<file path="src/rtl/bsc_param_if.sv">
// ----------------------------------------------------------------------------
// bsc_param_if
// Signal bundle between the start-bit detector / receive shift register and
// the bit-sampling counter.
//   enable     : run request from the start detector (master -> slave)
//   rx         : synchronised serial input line         (master -> slave)
//   sr_clk     : one-cycle sample strobe                 (slave -> master)
//   bit_val    : rx value captured for the current bit   (slave -> master)
//   bit_idx    : index of the current bit in the frame   (slave -> master)
//   frame_done : one-cycle pulse after the last bit      (slave -> master)
// FRAME_BITS must match the value given to bsc_param so bit_idx widths agree.
// ----------------------------------------------------------------------------
interface bsc_param_if #(
    parameter int FRAME_BITS = 10,
    parameter int BW         = $clog2(FRAME_BITS)
);
    logic          enable;
    logic          rx;
    logic          sr_clk;
    logic          bit_val;
    logic [BW-1:0] bit_idx;
    logic          frame_done;

    modport master (
        output enable, rx,
        input  sr_clk, bit_val, bit_idx, frame_done
    );

    modport slave (
        input  enable, rx,
        output sr_clk, bit_val, bit_idx, frame_done
    );
endinterface

</file>
<file path="src/rtl/bsc_param.sv">
// ----------------------------------------------------------------------------
// bsc_param
// Parametrised bit-sampling counter for the serial receive path. Divides the
// oversampled clock into bit periods of OSR cycles, emits a one-cycle sample
// strobe at a configurable phase of each bit, captures rx at that phase,
// counts bits within a frame and pulses frame_done after the last bit.
//
// Ports:
//   clk   : oversampled system clock
//   reset : synchronous, active-high reset
//   bus   : bsc_param_if.slave (enable, rx in; sr_clk, bit_val, bit_idx,
//           frame_done out, all outputs registered)
//
// Optional feature macro: BSC_MAJORITY_VOTE_EN
//   Defined   : rx sampled at SAMPLE_AT-1, SAMPLE_AT, SAMPLE_AT+1; bit_val is
//               the majority of the three, strobe moves to SAMPLE_AT+1.
//   Undefined : single sample at SAMPLE_AT.
// ----------------------------------------------------------------------------
module bsc_param #(
    parameter int OSR        = 16,
    parameter int SAMPLE_AT  = 8,
    parameter int FRAME_BITS = 10,
    parameter int PW         = $clog2(OSR),
    parameter int BW         = $clog2(FRAME_BITS)
) (
    input  logic        clk,
    input  logic        reset,
    bsc_param_if.slave  bus
);

    // Elaboration-time legality checks.
    if (OSR < 4 || OSR > 256) begin : g_bad_osr
        $error("bsc_param: OSR must be in 4..256");
    end
    if (FRAME_BITS < 2 || FRAME_BITS > 64) begin : g_bad_frame
        $error("bsc_param: FRAME_BITS must be in 2..64");
    end
`ifdef BSC_MAJORITY_VOTE_EN
    if (SAMPLE_AT < 1 || SAMPLE_AT > OSR - 2) begin : g_bad_sample
        $error("bsc_param: SAMPLE_AT must be in 1..OSR-2 with majority vote");
    end
`else
    if (SAMPLE_AT < 0 || SAMPLE_AT > OSR - 1) begin : g_bad_sample
        $error("bsc_param: SAMPLE_AT must be in 0..OSR-1");
    end
`endif

    localparam logic [PW-1:0] LAST_PH  = PW'(OSR - 1);
    localparam logic [BW-1:0] LAST_BIT = BW'(FRAME_BITS - 1);
`ifdef BSC_MAJORITY_VOTE_EN
    localparam logic [PW-1:0] VOTE_LO  = PW'(SAMPLE_AT - 1);
    localparam logic [PW-1:0] VOTE_MID = PW'(SAMPLE_AT);
    localparam logic [PW-1:0] STB_PH   = PW'(SAMPLE_AT + 1);
`else
    localparam logic [PW-1:0] STB_PH   = PW'(SAMPLE_AT);
`endif

    logic [PW-1:0] r_phase;
    logic [BW-1:0] r_bit_idx;
    logic          r_sr_clk;
    logic          r_bit_val;
    logic          r_frame_done;

    logic          w_phase_last;
    logic          w_strobe;

    // Explicit wrap at OSR-1 keeps non-power-of-two OSR out of unused codes.
    assign w_phase_last = (r_phase == LAST_PH);
    assign w_strobe     = (r_phase == STB_PH);

`ifdef BSC_MAJORITY_VOTE_EN
    // The first two vote samples are registered; the third is the live rx on
    // the strobe edge, so bit_val settles on the same edge sr_clk rises.
    logic [1:0] r_vote;
    logic       w_majority;

    assign w_majority = (r_vote[0] & r_vote[1])
                      | (r_vote[0] & bus.rx)
                      | (r_vote[1] & bus.rx);
`endif

    // NOTE: every register here is assigned with <= so all decisions within
    // one edge see the pre-edge phase and bit index, never a half-updated one.
    always_ff @(posedge clk) begin
        if (reset) begin
            r_phase      <= '0;
            r_bit_idx    <= '0;
            r_sr_clk     <= 1'b0;
            r_frame_done <= 1'b0;
            // NOTE: bit_val resets to 1 (idle line level), not 0, so a
            // consumer peeking before the first strobe sees a mark.
            r_bit_val    <= 1'b1;
`ifdef BSC_MAJORITY_VOTE_EN
            r_vote       <= 2'b11;
`endif
        end else if (!bus.enable) begin
            // Abort: clear timing state, hold the last captured bit.
            r_phase      <= '0;
            r_bit_idx    <= '0;
            r_sr_clk     <= 1'b0;
            r_frame_done <= 1'b0;
`ifdef BSC_MAJORITY_VOTE_EN
            r_vote       <= 2'b11;
`endif
        end else begin
            r_phase  <= w_phase_last ? '0 : r_phase + 1'b1;
            r_sr_clk <= w_strobe;

`ifdef BSC_MAJORITY_VOTE_EN
            if (r_phase == VOTE_LO)  r_vote[0] <= bus.rx;
            if (r_phase == VOTE_MID) r_vote[1] <= bus.rx;
            if (w_strobe)            r_bit_val <= w_majority;
`else
            if (w_strobe)            r_bit_val <= bus.rx;
`endif

            if (w_phase_last) begin
                if (r_bit_idx == LAST_BIT) begin
                    r_bit_idx    <= '0;
                    r_frame_done <= 1'b1;
                end else begin
                    r_bit_idx    <= r_bit_idx + 1'b1;
                    r_frame_done <= 1'b0;
                end
            end else begin
                r_frame_done <= 1'b0;
            end
        end
    end

    assign bus.sr_clk     = r_sr_clk;
    assign bus.bit_val    = r_bit_val;
    assign bus.bit_idx    = r_bit_idx;
    assign bus.frame_done = r_frame_done;

endmodule

</file>
<file path="src/flat_wrapper.sv">
// flat-port wrapper written by rule: the top's interface ports become plain ports
module bsc_param_flat 
#(
    parameter int OSR        = 16,
    parameter int SAMPLE_AT  = 8,
    parameter int FRAME_BITS = 10,
    parameter int PW         = $clog2(OSR),
    parameter int BW         = $clog2(FRAME_BITS)
)
  (clk, reset, bus_enable, bus_rx, bus_sr_clk, bus_bit_val, bus_bit_idx, bus_frame_done);
  bsc_param_if #(.FRAME_BITS(FRAME_BITS), .BW(BW)) bus_i ();
  input  logic clk;
  input  logic reset;
  input wire logic [$bits(bus_i.enable)-1:0] bus_enable;
  input wire logic [$bits(bus_i.rx)-1:0] bus_rx;
  output wire logic [$bits(bus_i.sr_clk)-1:0] bus_sr_clk;
  output wire logic [$bits(bus_i.bit_val)-1:0] bus_bit_val;
  output wire logic [$bits(bus_i.bit_idx)-1:0] bus_bit_idx;
  output wire logic [$bits(bus_i.frame_done)-1:0] bus_frame_done;
  assign bus_i.enable = bus_enable;
  assign bus_i.rx = bus_rx;
  assign bus_sr_clk = bus_i.sr_clk;
  assign bus_bit_val = bus_i.bit_val;
  assign bus_bit_idx = bus_i.bit_idx;
  assign bus_frame_done = bus_i.frame_done;
  bsc_param #(.OSR(OSR), .SAMPLE_AT(SAMPLE_AT), .FRAME_BITS(FRAME_BITS), .PW(PW), .BW(BW)) u_core (.clk(clk), .reset(reset), .bus(bus_i));
endmodule
</file>
<file path="config.mk">
export PLATFORM = sky130hd
export DESIGN_NAME = bsc_param_flat
export DESIGN_NICKNAME = d
export VERILOG_FILES = /design/src/rtl/bsc_param_if.sv /design/src/rtl/bsc_param.sv /design/src/flat_wrapper.sv
export SDC_FILE = /design/constraint.sdc
export NUM_CORES = 1
export LEC_CHECK = 0
export BUFFER_PORTS_ARGS = -buffer_cell sky130_fd_sc_hd__clkbuf_2
export CAP_MARGIN = 20
export CORE_AREA = 2 2 39 41
export CTS_CLUSTER_SIZE = 25
export DETAILED_ROUTE_END_ITERATION = 8
export DIE_AREA = 0 0 41 43
export GPL_TIMING_DRIVEN = 0
export HOLD_SLACK_MARGIN = 0.06
export PLACE_DENSITY = 0.62
export SYNTH_ARGS = -nofsm -noshare
export SYNTH_HDL_FRONTEND = slang
export SYNTH_SLANG_ARGS = --single-unit
</file>
<file path="constraint.sdc">
create_clock -name clk -period 1.6 [get_ports clk]
set_clock_uncertainty 0.2 [all_clocks]
set_input_delay 0.32 -clock clk [delete_from_list [all_inputs] [get_ports clk]]
set_output_delay 0.32 -clock clk [all_outputs]
set_load 0.005 [all_outputs]
</file>
# Word level (Yosys, flattened, before mapping)
# Cells that the tools add are included.
# Widths: inputs -> output; s select.
dict set report totals {
  in_bits 4
  ff_bits 11
  word_cells 18
  output_inout_bits 7
}
dict set report op_classes {
  add_sub_neg 2
  reduce_logical 4
  bitwise_logic 2
  mux 2
  n_eq_ne 3
}
# op count
set op_table {}
lappend op_table {{$eq 4x4->1 const B} 3}
lappend op_table {{$add 4x1->4 const B} 2}
lappend op_table {{$reduce_or 3->1} 2}
lappend op_table {{$mux 4} 1}
lappend op_table {{$not 1->1} 2}
lappend op_table {{$reduce_and 2->1} 1}
lappend op_table {{$reduce_or 2->1} 1}
lappend op_table {{$mux 1} 1}

# Logic depth before layout (Yosys ltp)
dict set report logic_depth {
  depth_word 3
  ltp_mapped 5
  depth_no_buf 5
}

# Worst setup path after synthesis
# OpenSTA, ideal clock, no wires.
dict set report synth_path {
  path_kind {reg2reg}
  start {reg u_core.r_phase[0]}
  end {reg u_core.r_bit_idx[2], in the netlist u_core.bus.bit_idx[2]}
  stages_incl_launch_ff 5
  arrival_ns 1.180
  synth_period_minus_slack_ns 1.450
  setup_slack_ns 0.150
  setup_ns 0.070
  required_ns 1.330
  path_buffers 0
  cell_sequence {dfxtp_1 ha_1 nand4_1 or3_1 a21oi_1}
}
dict set report synth_between {
  elab_chain_cells 1
}
# item line_no
set synth_rtl {}
lappend synth_rtl {{start: declaration} bsc_param.sv:58} ;# logic [PW-1:0] r_phase;
lappend synth_rtl {{start signal: assignment} bsc_param.sv:106} ;# r_phase <= w_phase_last ? '0 : r_phase + 1'b1;
lappend synth_rtl {{$eq 4x4->1} bsc_param.sv:68} ;# assign w_phase_last = (r_phase == LAST_PH);
lappend synth_rtl {{end signal: assignment} bsc_param.sv:122} ;# r_bit_idx <= r_bit_idx + 1'b1;
lappend synth_rtl {{end: declaration} bsc_param.sv:59} ;# logic [BW-1:0] r_bit_idx;
# Every way passes these cells.
# A chain may end at the register's enable or synchronous reset.

# Worst setup path after layout
dict set report layout_path {
  start {reg u_core.r_phase[0]}
  end {reg u_core.r_bit_idx[3], in the netlist u_core.bus.bit_idx[3]}
}
# Same word-level chain as after synthesis.

==> results by group <==
Pwr
  • Leakage: 0.229 nW
  • Worst VDD drop: 386 µV
  • Pwr Total: 0.495 mW
  • Pwr dens: 826 mW/mm²

Setup path
  • Top Family by Delay on Critical Path: flip-flops
  • Slowest-stage cell, CP: dfxtp_1
  • Startpoint Class: register
  • Crit path cell chain: ha_2 -> nand4_1 -> buf_4 -> o21ai_0 -> a31oi_1
  • WP data arrival: 1.41 ns
  • Largest fanout on the critical path: 5
  • Largest stage delay, worst path: between 0.3 and 0.4 ns
  • Setup CP Type: reg -> reg
  • Critical Path RT: 1.56 ns
  • Worst Setup End Kind: register
  • CP bufs+invs: 1

Clock tree
  • CTS sink cnt: 11
  • Worst-skew pair later-pin latency: 0.27 ns
  • H-tree Lvls: 1
  • CTS buffer count: 3
  • CTS Buffer Depth: 2
  • Clock transition at path regs: 0.07 ns
  • Clock root cell: clkbuf_4
  • TritonCTS clock tree: yes

Cells and area
  • Area delta synth->final: 26.1%
  • Commonest non-fill, non-tap cell in the layout: dfxtp_1
  • Fill count: 144
  • Share of cells above drive strength 1: between 30% and 40%
  • Layout Nets: 75
  • Most frequent cells in the layout: dfxtp_1 (11), clkbuf_2 (10), inv_1 (4), nor2_1 (4), a21oi_1 (4)
  • Antenna cells: 0

Detailed routing
  • Routed Antenna Nets: 0
  • # DRC: 0
  • First-iteration detailed-routing DRC count: 4
  • DR WL/cell: 10.7 µm
  • WL final: 896 µm
  • Vias per cell: ~5
  • Initial DRT Pass Iterations: 4
  • Routed via count: 412

GRT
  • First-pass GRT wire length: 1.50 mm
  • Initial antenna violation count: 0
  • GRT overflow: 0
  • Met1 usage: roughly 15%
  • GRT met3 Usage: 7.85%
  • Met2 GRT Util: 19.4%
  • Number of global-route vias before repair: 384
  • GRT Util Overall: 13.0%
  • Largest net degree at the start of global routing: 10
  • Top Usage Layer GRT: met2

STA
  • FMAX: 689 MHz
  • Slew Viols, Final: 0
  • Least-Margin Pin Slew: 0.232 ns
  • Final hold viol count: 0
  • Hold Worst Slack: 0.140 ns
  • Minimum clock period: 1.45 ns
  • RSZ-0062 raised after global routing: no
  • Final Cycle Share: 90.7%
  • Slew headroom: 84.5%
  • Fin worst setup slack: 0.149 ns
  • TNS Setup: 0 ns
  • Setup-failing EPs final: 0

Place
  • IO Port Bufs: 10
  • Detail Placement HPWL: between 500 and 600 µm
  • Worst slack, placed: 0.0290 ns
  • RePlAce Congestion: 0.731

Floorplanning
  • Row cnt: 14
  • Die Span X: slightly above 40 µm
  • Die H: approximately 43 µm
  • # IOs: 11
  • Starting Density: 34.4%
  • Area of the die: 0.00176 mm²
  • Area of the core: around 0.0014 mm²

Synth
  • Synthesized area: 475 µm²
  • Synth warn: 0
  • Distinct cells, synth: 26
  • Seq cells post-synth: 11
  • Avg Inst Size Synth: 9.32 µm²
  • Syn Nets: 57
  • Sequential area share after synthesis: 46.3%
  • Cells after synthesis: 51

Job
  • Max-Cap Viols: 0

Run status
  • Status: completed

Worst hold path
  • Min-Delay Path Class: in -> reg
## report_power, final
group | internal, mW | switching (mW) | leakage, nW
sequential | 0.276 | 0.00232 | 0.0889
combinational | 0.0117 | 0.0103 | 0.125
clock | 0.0967 | 0.0981 | 0.0150
## Yosys cell counts
cell	instances	area share, %
xnor2_1	1	1.8
dfxtp_1	11	46
nor2_1	4	3.2
nor3b_1	1	1.6
or3_1	1	1.3
nor4_1	1	1.3
nand2b_1	1	1.3
a21oi_1	4	4.2
or2b_2	1	1.8
and4_2	1	2.1
buf_6	1	2.4
a31oi_1	1	1.3
inv_2	1	0.79
nand4b_1	2	3.7
nand2_1	1	0.79
or2_2	1	1.3
nor2b_1	1	1.3
nand4_1	1	1.3
and4b_1	1	2.1
o21ai_0	3	3.2
or4_1	1	1.6
xor2_1	1	1.8
inv_1	4	3.2
a211o_1	1	1.8
ha_1	2	5.3
nand3_1	3	3.2
## flip-flops by register name, indices dropped and copies added (netlist names)
| signal | cells |
|---|---|
| u_core.bus.bit_val | 1 |
| u_core.bus.bit_idx | 4 |
| u_core.bus.sr_clk | 1 |
| u_core.bus.frame_done | 1 |
| u_core.r_phase | 4 |
## final timing paths
| check | from | to | slack, ns | cells past startpoint |
|---|---|---|---|---|
| worst min register to register | u_core.bus.bit_val | u_core.bus.bit_val | 0.27 | 1 |
| worst min-delay path | bus_enable | u_core.r_phase[1] | 0.14 | 2 |
| worst max-delay path | u_core.r_phase[0] | u_core.bus.bit_idx[3] | 0.15 | 5 |
| worst max register to register | u_core.r_phase[0] | u_core.bus.bit_idx[3] | 0.15 | 5 |
## through the flow
| stage | area (µm²) | instances | util [%] |
|---|---|---|---|
| floorplan | 475 | 51 | - |
| global placement | 546 | 77 | 39.4 |
| detailed placement | 546 | 77 | 39.4 |
| CTS | 582 | 82 | 42.0 |
| global route | 599 | 84 | 43.3 |
| finish | 599 | 84 | 43.3 |
## layer usage
metal,wire length [µm],vias up,part of all wire [%]
li1,-,216,-
met1,395,182,44
met2,421,12,47
met3,68,2,7.6
met4,10,0,1.1
met5,0,-,0
## repair_timing
| action | in CTS | in global routing |
|---|---|---|
| gates resized for setup | 0 | 1 |
| hold buffers | 1 | 0 |
| setup endpoints to repair | 0 | 2 |
| hold endpoints to repair | 1 | 0 |
| setup buffers | 0 | 2 |
## cell families after synthesis
| family | share of synthesized area (%) |
|---|---|
| buffers and inverters | 6.31 |
| flip-flops | 46.3 |
| AND/OR/NAND/NOR | 27.9 |
| adder cells (fa/ha/maj) | 5.26 |
| AO/OA/AOI/OAI | 10.5 |
| XOR/XNOR | 3.68 |
## area by class of cell
class | instances | area, µm² | area share, %
repair buffers | 13 | 75.1 | 12.5
inverters | 5 | 18.8 | 3.13
well taps | 16 | 20.0 | 3.34
flip-flops and latches | 11 | 220 | 36.7
multi-input cells | 34 | 228 | 38.0
plain buffers | 1 | 11.3 | 1.88
clock buffers | 4 | 26.3 | 4.38
Note: power is estimated with default switching activity, not from simulation.
